### config.mk
export PLATFORM = sky130hd
export DESIGN_NAME = phase_packer
export DESIGN_NICKNAME = d
export VERILOG_FILES = /design/src/rtl/phase_packer_pkg.sv /design/src/rtl/phase_window_timer.sv /design/src/rtl/phase_packer.sv
export SDC_FILE = /design/constraint.sdc
export NUM_CORES = 1
export LEC_CHECK = 0
export ABC_AREA = 1
export CAP_MARGIN = 40
export CORE_MARGIN = 2
export CORE_UTILIZATION = 35
export CTS_CLUSTER_SIZE = 25
export DETAILED_ROUTE_END_ITERATION = 12
export PLACE_DENSITY_LB_ADDON = 0.05
export SLEW_MARGIN = 20
export SYNTH_ARGS = -nofsm -noshare
export SYNTH_HDL_FRONTEND = slang
export SYNTH_SLANG_ARGS = --single-unit
### constraint.sdc
create_clock -name clock -period 4.3 [get_ports clock]
set_input_delay 0.43 -clock clock [delete_from_list [all_inputs] [get_ports clock]]
set_output_delay 0.43 -clock clock [all_outputs]
set_load 0.02 [all_outputs]
### src/rtl/phase_packer_pkg.sv
// Shared types and constants for the phase_packer frame serialiser.
// Frame length depends on PHASE_PACKER_CHKSUM_EN (15 bytes with checksum, 14 without).
package phase_packer_pkg;

  typedef enum logic [2:0] {
    ST_IDLE = 3'd0,
    ST_HDR  = 3'd1,
    ST_SEQ  = 3'd2,
    ST_DATA = 3'd3,
    ST_CHK  = 3'd4
  } state_t;

  localparam int FRAME_LEN_CHK   = 15;
  localparam int FRAME_LEN_NOCHK = 14;
  localparam int DATA_BYTES      = 12;
  localparam int K_CLAMP         = 15;

  // Window exponents above K_CLAMP behave as K_CLAMP.
  function automatic logic [3:0] clamp_k(input logic [9:0] k);
    return (k > 10'(K_CLAMP)) ? 4'(K_CLAMP) : k[3:0];
  endfunction

endpackage

### src/rtl/phase_window_timer.sv
// Counts enabled samples to find each completed 2^K window, then delays
// the terminal pulse by CAPTURE_DELAY cycles to produce the snapshot strobe.
module phase_window_timer
  import phase_packer_pkg::*;
#(
  parameter int CAPTURE_DELAY = 8
) (
  input  logic       clock,
  input  logic       reset,
  input  logic       enable,
  input  logic [9:0] k,
  output logic       snapshot
);

  logic [3:0]  keff;
  logic [15:0] limit;
  logic [15:0] count;
  logic        terminal;

  assign keff     = clamp_k(k);
  assign limit    = (16'd1 << keff) - 16'd1;
  assign terminal = enable && (count == limit);

  // A limit lowered below the current count is only reached after the natural 16-bit wrap.
  always_ff @(posedge clock or negedge reset) begin
    if (!reset) begin
      count <= '0;
    end else if (enable) begin
      count <= terminal ? 16'd0 : count + 16'd1;
    end
  end

  generate
    if (CAPTURE_DELAY == 0) begin : g_nodly
      assign snapshot = terminal;
    end else begin : g_dly
      logic [15:0] dly;
      logic        armed;

      // A fresh terminal pulse restarts the countdown so only the latest window is captured.
      always_ff @(posedge clock or negedge reset) begin
        if (!reset) begin
          dly   <= '0;
          armed <= 1'b0;
        end else if (terminal) begin
          dly   <= 16'(CAPTURE_DELAY);
          armed <= 1'b1;
        end else if (armed) begin
          dly <= dly - 16'd1;
          if (dly == 16'd1) armed <= 1'b0;
        end
      end

      assign snapshot = armed && (dly == 16'd1) && !terminal;
    end
  endgenerate

endmodule

### src/rtl/phase_packer.sv
// Snapshots six signed mean phase differences per window and streams them as a
// framed byte sequence; checksum byte present only with PHASE_PACKER_CHKSUM_EN.
module phase_packer
  import phase_packer_pkg::*;
#(
  parameter int         CAPTURE_DELAY = 8,
  parameter logic [7:0] HEADER        = 8'hA5
) (
  input  logic        clock,
  input  logic        reset,
  input  logic        enable,
  input  logic [9:0]  K,
  input  logic [15:0] diff_phase_1,
  input  logic [15:0] diff_phase_2,
  input  logic [15:0] diff_phase_3,
  input  logic [15:0] diff_phase_4,
  input  logic [15:0] diff_phase_5,
  input  logic [15:0] diff_phase_6,
  output logic [7:0]  tx_data,
  output logic        tx_valid,
  input  logic        tx_ready,
  output logic        busy,
  output logic [7:0]  drop_cnt,
  output logic        overrun
);

  state_t             state;
  logic [3:0]         idx;
  logic [7:0]         seq;
  logic [7:0]         chk;
  logic signed [15:0] snap_p0 [6];
  logic [7:0]         data_bytes [DATA_BYTES];
  logic [3:0]         nidx;
  logic [7:0]         nxt_byte;
  logic               snapshot;
  logic               hs;
  logic               last_byte;
  logic               accept;

  function automatic logic [7:0] sat_inc8(input logic [7:0] v);
    return (v == 8'hFF) ? 8'hFF : v + 8'd1;
  endfunction

  phase_window_timer #(
    .CAPTURE_DELAY(CAPTURE_DELAY)
  ) u_timer (
    .clock   (clock),
    .reset   (reset),
    .enable  (enable),
    .k       (K),
    .snapshot(snapshot)
  );

  assign hs   = tx_valid && tx_ready;
  assign busy = (state != ST_IDLE);

`ifdef PHASE_PACKER_CHKSUM_EN
  assign last_byte = (state == ST_CHK);
`else
  assign last_byte = (state == ST_DATA) && (idx == 4'(DATA_BYTES - 1));
`endif

  // A window may start a frame when idle or exactly as the previous frame's last byte leaves.
  assign accept = snapshot && ((state == ST_IDLE) || (last_byte && hs));

  always_comb begin
    for (int j = 0; j < 6; j++) begin
      data_bytes[2*j]   = snap_p0[j][15:8];
      data_bytes[2*j+1] = snap_p0[j][7:0];
    end
    nidx     = (state == ST_DATA) ? idx + 4'd1 : 4'd0;
    nxt_byte = (nidx < 4'(DATA_BYTES)) ? data_bytes[nidx] : 8'h00;
  end

  // Stage p0: snapshot of the phase inputs
  always_ff @(posedge clock) begin
    if (accept) begin
      snap_p0[0] <= diff_phase_1;
      snap_p0[1] <= diff_phase_2;
      snap_p0[2] <= diff_phase_3;
      snap_p0[3] <= diff_phase_4;
      snap_p0[4] <= diff_phase_5;
      snap_p0[5] <= diff_phase_6;
    end
  end

  // Frame FSM: each byte is registered one cycle ahead of the state that presents it
  always_ff @(posedge clock or negedge reset) begin
    if (!reset) begin
      state    <= ST_IDLE;
      idx      <= '0;
      seq      <= '0;
      chk      <= '0;
      tx_data  <= '0;
      tx_valid <= 1'b0;
      drop_cnt <= '0;
      overrun  <= 1'b0;
    end else begin
      overrun <= 1'b0;
      if (snapshot && !accept) begin
        overrun  <= 1'b1;
        drop_cnt <= sat_inc8(drop_cnt);
      end
      if (last_byte && hs) seq <= seq + 8'd1;

      if (accept) begin
        state    <= ST_HDR;
        tx_data  <= HEADER;
        tx_valid <= 1'b1;
      end else if (last_byte && hs) begin
        state    <= ST_IDLE;
        tx_valid <= 1'b0;
      end else if (hs) begin
        unique case (state)
          ST_HDR: begin
            state   <= ST_SEQ;
            tx_data <= seq;
            chk     <= seq;
          end
          ST_SEQ: begin
            state   <= ST_DATA;
            idx     <= 4'd0;
            tx_data <= nxt_byte;
            chk     <= chk ^ nxt_byte;
          end
          ST_DATA: begin
            if (idx == 4'(DATA_BYTES - 1)) begin
`ifdef PHASE_PACKER_CHKSUM_EN
              state   <= ST_CHK;
              tx_data <= chk;
`else
              state    <= ST_IDLE;
              tx_valid <= 1'b0;
`endif
            end else begin
              idx     <= nidx;
              tx_data <= nxt_byte;
              chk     <= chk ^ nxt_byte;
            end
          end
          default: begin
            state    <= ST_IDLE;
            tx_valid <= 1'b0;
          end
        endcase
      end
    end
  end

endmodule
# Word-level counts from Yosys, hierarchy flattened
# Memories as Yosys holds them, arrays and structs flattened.
# Index checks and enable logic that the tools add are counted.
# totals
register_bits	66
ramBits	96
out_inout_bits	19
n_memories	1
# op_classes
n_addsub	6
order_cmp	3
eq_ne	12
shifts	1
n_mux	33
bitwise_logic	3
n_reduce_logical	23
# memory_table
memory	depth	word_bits	read_ports	rd_clocked_by_memory_dff	wr	line_no	text
snap_p0	6	16	6	0	6	phase_packer.sv:31	logic signed [15:0] snap_p0 [6];
# op_table
op	n
8-bit two-way mux	8
16-bit two-way mux	3
8-bit binary-select mux with 4-bit select	1
16-bit by 1-bit subtractor with 16-bit output, second input constant	2
8-bit one-hot mux with 3 select lines	1
16-bit by 1-bit adder with 16-bit output, second input constant	1
8-bit by 1-bit adder with 8-bit output, second input constant	2
16-bit by 1-bit == test with 1-bit output, second input constant	1
16-bit == test	1
1-bit by 4-bit left shift with 16-bit output, first input constant	1
3-bit two-way mux	4
4-bit two-way mux	3
10-bit by 4-bit > comparator with 1-bit output, second input constant	1
1-bit two-way mux	10
3-bit one-hot mux with 3 select lines	1
8-bit == test, second input constant	1
1-bit logical AND	8
4-bit one-hot mux with 2 select lines	1
3-bit by 2-bit == test with 1-bit output, second input constant	2
2-bit nonzero test	3
3-bit nonzero test	2
5-bit >= comparator, second input constant	1
4-bit inverter with 5-bit output	1
5-bit AND reduction	1
18 further kinds	21

# Logic depth before layout (Yosys ltp)
# logic_depth
ltp_word	12
ltp_mapped	20
depth_no_buf	20

# Hierarchy
# A second synthesis with hierarchy kept.
# hier_totals
hier_cells	904
area_unflattened_um2	8230.4
# modules_own_cells
module	instances	cells_per_inst	area_per_inst_um2
phase_packer	1	525	5580.4
phase_window_timer	1	379	2650.0

# Worst setup path after synthesis
# No wires, ideal clock.
# synth_path
kind	in2reg
from	input K[4]
to	memory snap_p0[0][0], enable pin
arrival_time_ns	3.418
required_ns	3.892
setup_slack_ns	0.475
cell_stages	18
cell_sequence	nor2_4 -> nand4_1 -> nor2_2 -> nand2_1 -> ha_1 -> or2_2 -> nand3_1 -> nor2_1 -> nand2_1 -> nor2_1 -> nand2_1 -> nor2_1 -> nand2_1 -> nor2_2 -> nand4_4 -> nand3_2 -> buf_6 -> inv_2
# synth_lines
element	line_no	text
start: declaration	phase_packer.sv:12	input logic [9:0] K,
end: declaration	phase_packer.sv:31	

==> flow_metrics.tcl <==
set metrics [dict create \
    clk_path_buf_depth 2 \
    area_growth_pct 28.0 \
    seq_area_sq_mm 0.00451 \
    fillerInstances 2193 \
    cts_hold_buf 0 \
    ant_nets 0 \
    synth.top_cell.area_share 0.360 \
    netlist_instances 875 \
    synth.area.top_cells "edfxtp_1, dfrtp_1, nand2_1, inv_1, nand3_1" \
    grt_pass1_vias 6253 \
    nNetsFinal 1129 \
    max_slew.worst_pin.slew_ns 0.775 \
    num_rows 55 \
    wl_mm 19.6 \
    path_max_fanout 97 \
    grt_max_degree 98 \
    cap_violations 0 \
    vias 6265 \
    clock.fmax_mhz 295 \
    clk_pin_slew_ns 0.07 \
    cellLeakagePower_nw 4.56 \
    critPathArrivalTime_ns 3.46 \
    die_y_um 155 \
    clkSinkCount 161 \
    r2r_cells 9 \
    start_util 0.355 \
    crit_type "in -> reg" \
    drive_gt1_frac 0.0851 \
    die_area_sq_mm 0.0241 \
    fin_area_sq_mm 0.0102 \
    cts-root-buf "clkbuf_16" \
    place_hpwl_mm 14.0 \
    numCtsBuffers 17 \
    ys_types 39 \
    io_buffers 128 \
    ir_worst_vdd_v 0.000214 \
    n_antenna_cell 0 \
    slew_violations 0 \
    via_per_inst 4.79 \
    endpoint_kind "register" \
    fin_worst_hold_slack_ns 0.0550 \
    multi_input_area_sq_mm 0.00296 \
    ios 129 \
    cts_setup_buffers 0 \
    drcViolationCount 0 \
    fin_crit_ns 3.39 \
    place_ws_ns 0.500 \
    yosysSeqAreaShare 0.563 \
    grt_first_pass_wirelength_mm 32.4 \
    rsz0062_at_grt "false" \
    cts_tree "yes" \
    netlist_area_sq_mm 0.00800 \
    slew_headroom 0.481 \
    antenna_found_initial 0 \
    startpoint_type "input port" \
    syn_area_per_cell_sq_um 9.15 \
    timing.final.ws_setup_ns 0.910 \
    drtPass1Iterations 4 \
    crit_path_start "K[1]" \
    drt_iter0_drc 345 \
    required_ns 4.37 \
    clk_latency_ns 0.43 \
    wire_per_inst_um 15.0 \
    skew_ns 0.0127 \
    overflow 0 \
    postLayoutCoreUtil 0.454 \
    die_w_um 155 \
    yosysWarnings 0 \
    place_area_sq_mm 0.00961 \
    syn_nets 995 \
    ys_ff_latch 161 \
    status "complete, no violations" \
    gp_congestion 0.840 \
    grt_usage 0.171 \
    setup_viol 0 \
    h-tree-depth 4 \
    core-area_sq_mm 0.0226 \
    p_per_area_mw_per_mm2 353 \
    post_cts_resized 0 \
    hold_class "in -> async" \
    r2r-start "state[0]" \
    synth_top_cell_by_area "edfxtp_1" \
    post-route-period-util 0.788 \
    tns_ns 0 \
    hold_viol 0 \
]
-- worst max-delay path, cell delays in order --
cell,delay (ns)
clkdlybuf4s50_1,0.50
inv_2,0.16
nand4_1,0.15
nor2_2,0.29
nand2_1,0.13
ha_1,0.32
or2_2,0.29
nand3_1,0.07
nor2_1,0.05
nand2_1,0.06
nor2_1,0.04
nand2_1,0.05
nor2_1,0.04
nand2_1,0.06
nor2_2,0.05
nand4_4,0.09
nand3_2,0.08
clkinv_2,0.08
buf_12,0.33
-- cell families (layout without fill, tap and decap cells) --
group	Yosys count	count (layout)	synth area share
xor gates and xnor gates	19	19	0.0208
DFF	161	161	0.563
AOI/OAI and AO/OA	107	107	0.0813
muxes	1	1	0.00141
adders and majority gates	10	10	0.0156
and+or+nand+nor	438	438	0.250
buffers and inverters	139	286	0.0669
-- path summary, 6_finish.rpt --
kind | to | slack, ns
worst max-delay path | snap_p0[0][10] | 0.91
worst min-delay path | u_timer.g_dly.dly[5] | 0.05
worst max register to register | tx_data[3] | 1.53
worst min register to register | seq[6] | 0.50
max in group asynchronous | drop_cnt[2] | 3.27
min in group clock | seq[6] | 0.50
-- metrics by stage --
step / power [mW] / instances
2_1_floorplan: 1.94 / 875
3_3_place_gp: 2.12 / 1273
3_5_place_dp: 2.12 / 1273
4_1_cts: 3.67 / 1305
5_1_grt: 3.79 / 1307
6_report: 3.62 / 1307
-- cell usage in the layout (no fill, tap or decap), types with 2 or more instances in the layout --
cell | netlist | layout
a21oi_1 | 36 | 36
a221oi_1 | 7 | 7
a32o_1 | 5 | 5
a32oi_1 | 4 | 4
buf_4 | 0 | 7
clkbuf_16 | 0 | 17
clkdlybuf4s50_1 | 0 | 127
clkinv_2 | 0 | 2
clkinv_8 | 0 | 7
dfrtp_1 | 65 | 65
edfxtp_1 | 96 | 96
ha_1 | 10 | 10
inv_1 | 106 | 106
inv_2 | 10 | 9
inv_6 | 0 | 4
inv_8 | 0 | 3
nand2_1 | 233 | 233
nand2_2 | 2 | 2
nand3_1 | 77 | 77
nand3_2 | 3 | 3
nand3b_1 | 7 | 7
nand4_1 | 17 | 17
nand4_4 | 2 | 2
nor2_1 | 56 | 56
nor2_2 | 7 | 7
nor2_4 | 5 | 5
nor3_1 | 11 | 11
nor4_1 | 3 | 3
o211ai_1 | 10 | 10
o21ai_0 | 21 | 21
o21ai_1 | 11 | 11
o221ai_1 | 2 | 2
o22ai_1 | 9 | 9
or2_2 | 12 | 12
xnor2_1 | 6 | 6
xor2_1 | 13 | 13
-- area by class of cell --
cell class	instances	share of cell area
Sequential cell	161	0.440
Multi-Input combinational cell	575	0.289
Timing Repair Buffer	138	0.134
Inverter	116	0.0426
Clock buffer	17	0.0415
Tap cell	285	0.0348
Clock inverter	15	0.0183
-- routing by layer --
metal | wire length [um] | part of all wire | vias up | global-route usage
met5 | 0 | 0 | - | 0
met4 | 182 | 0.0093 | 0 | 0.0389
met3 | 947 | 0.048 | 16 | 0.0407
met2 | 9300 | 0.47 | 137 | 0.283
met1 | 9210 | 0.47 | 2902 | 0.230
li1 | - | - | 3210 | -
-- power by group --
part / switching [mW] / internal [mW] / leakage (nW)
combinational: 0.177 / 0.177 / 2.58
sequential: 0.0551 / 1.68 / 1.68
clock: 0.742 / 0.791 / 0.298
-- registers in the layout, indices dropped and copies added, names as in the netlist, 2 cells and up --
signal	count
drop_cnt	8
idx	4
seq	8
snap_p0	96
state	2
tx_data	8
u_timer.count	16
u_timer.g_dly.dly	16
-- synthesized netlist by cell type --
cell type / instances
a211oi_1: 1
a21oi_1: 36
a221oi_1: 7
a32o_1: 5
a32oi_1: 4
buf_1: 4
buf_2: 5
buf_6: 1
clkbuf_1: 13
dfrtp_1: 65
edfxtp_1: 96
ha_1: 10
inv_1: 106
inv_2: 10
mux2_2: 1
nand2_1: 233
nand2_2: 2
nand3_1: 77
nand3_2: 3
nand3_4: 1
nand3b_1: 7
nand4_1: 17
nand4_4: 2
nor2_1: 56
nor2_2: 7
nor2_4: 5
nor3_1: 11
nor3_4: 1
nor3b_1: 1
nor4_1: 3
o211ai_1: 10
o21ai_0: 21
o21ai_1: 11
o221ai_1: 2
o22ai_1: 9
o31ai_1: 1
or2_2: 12
xnor2_1: 6
xor2_1: 13
(Power assumes the default switching activity.)
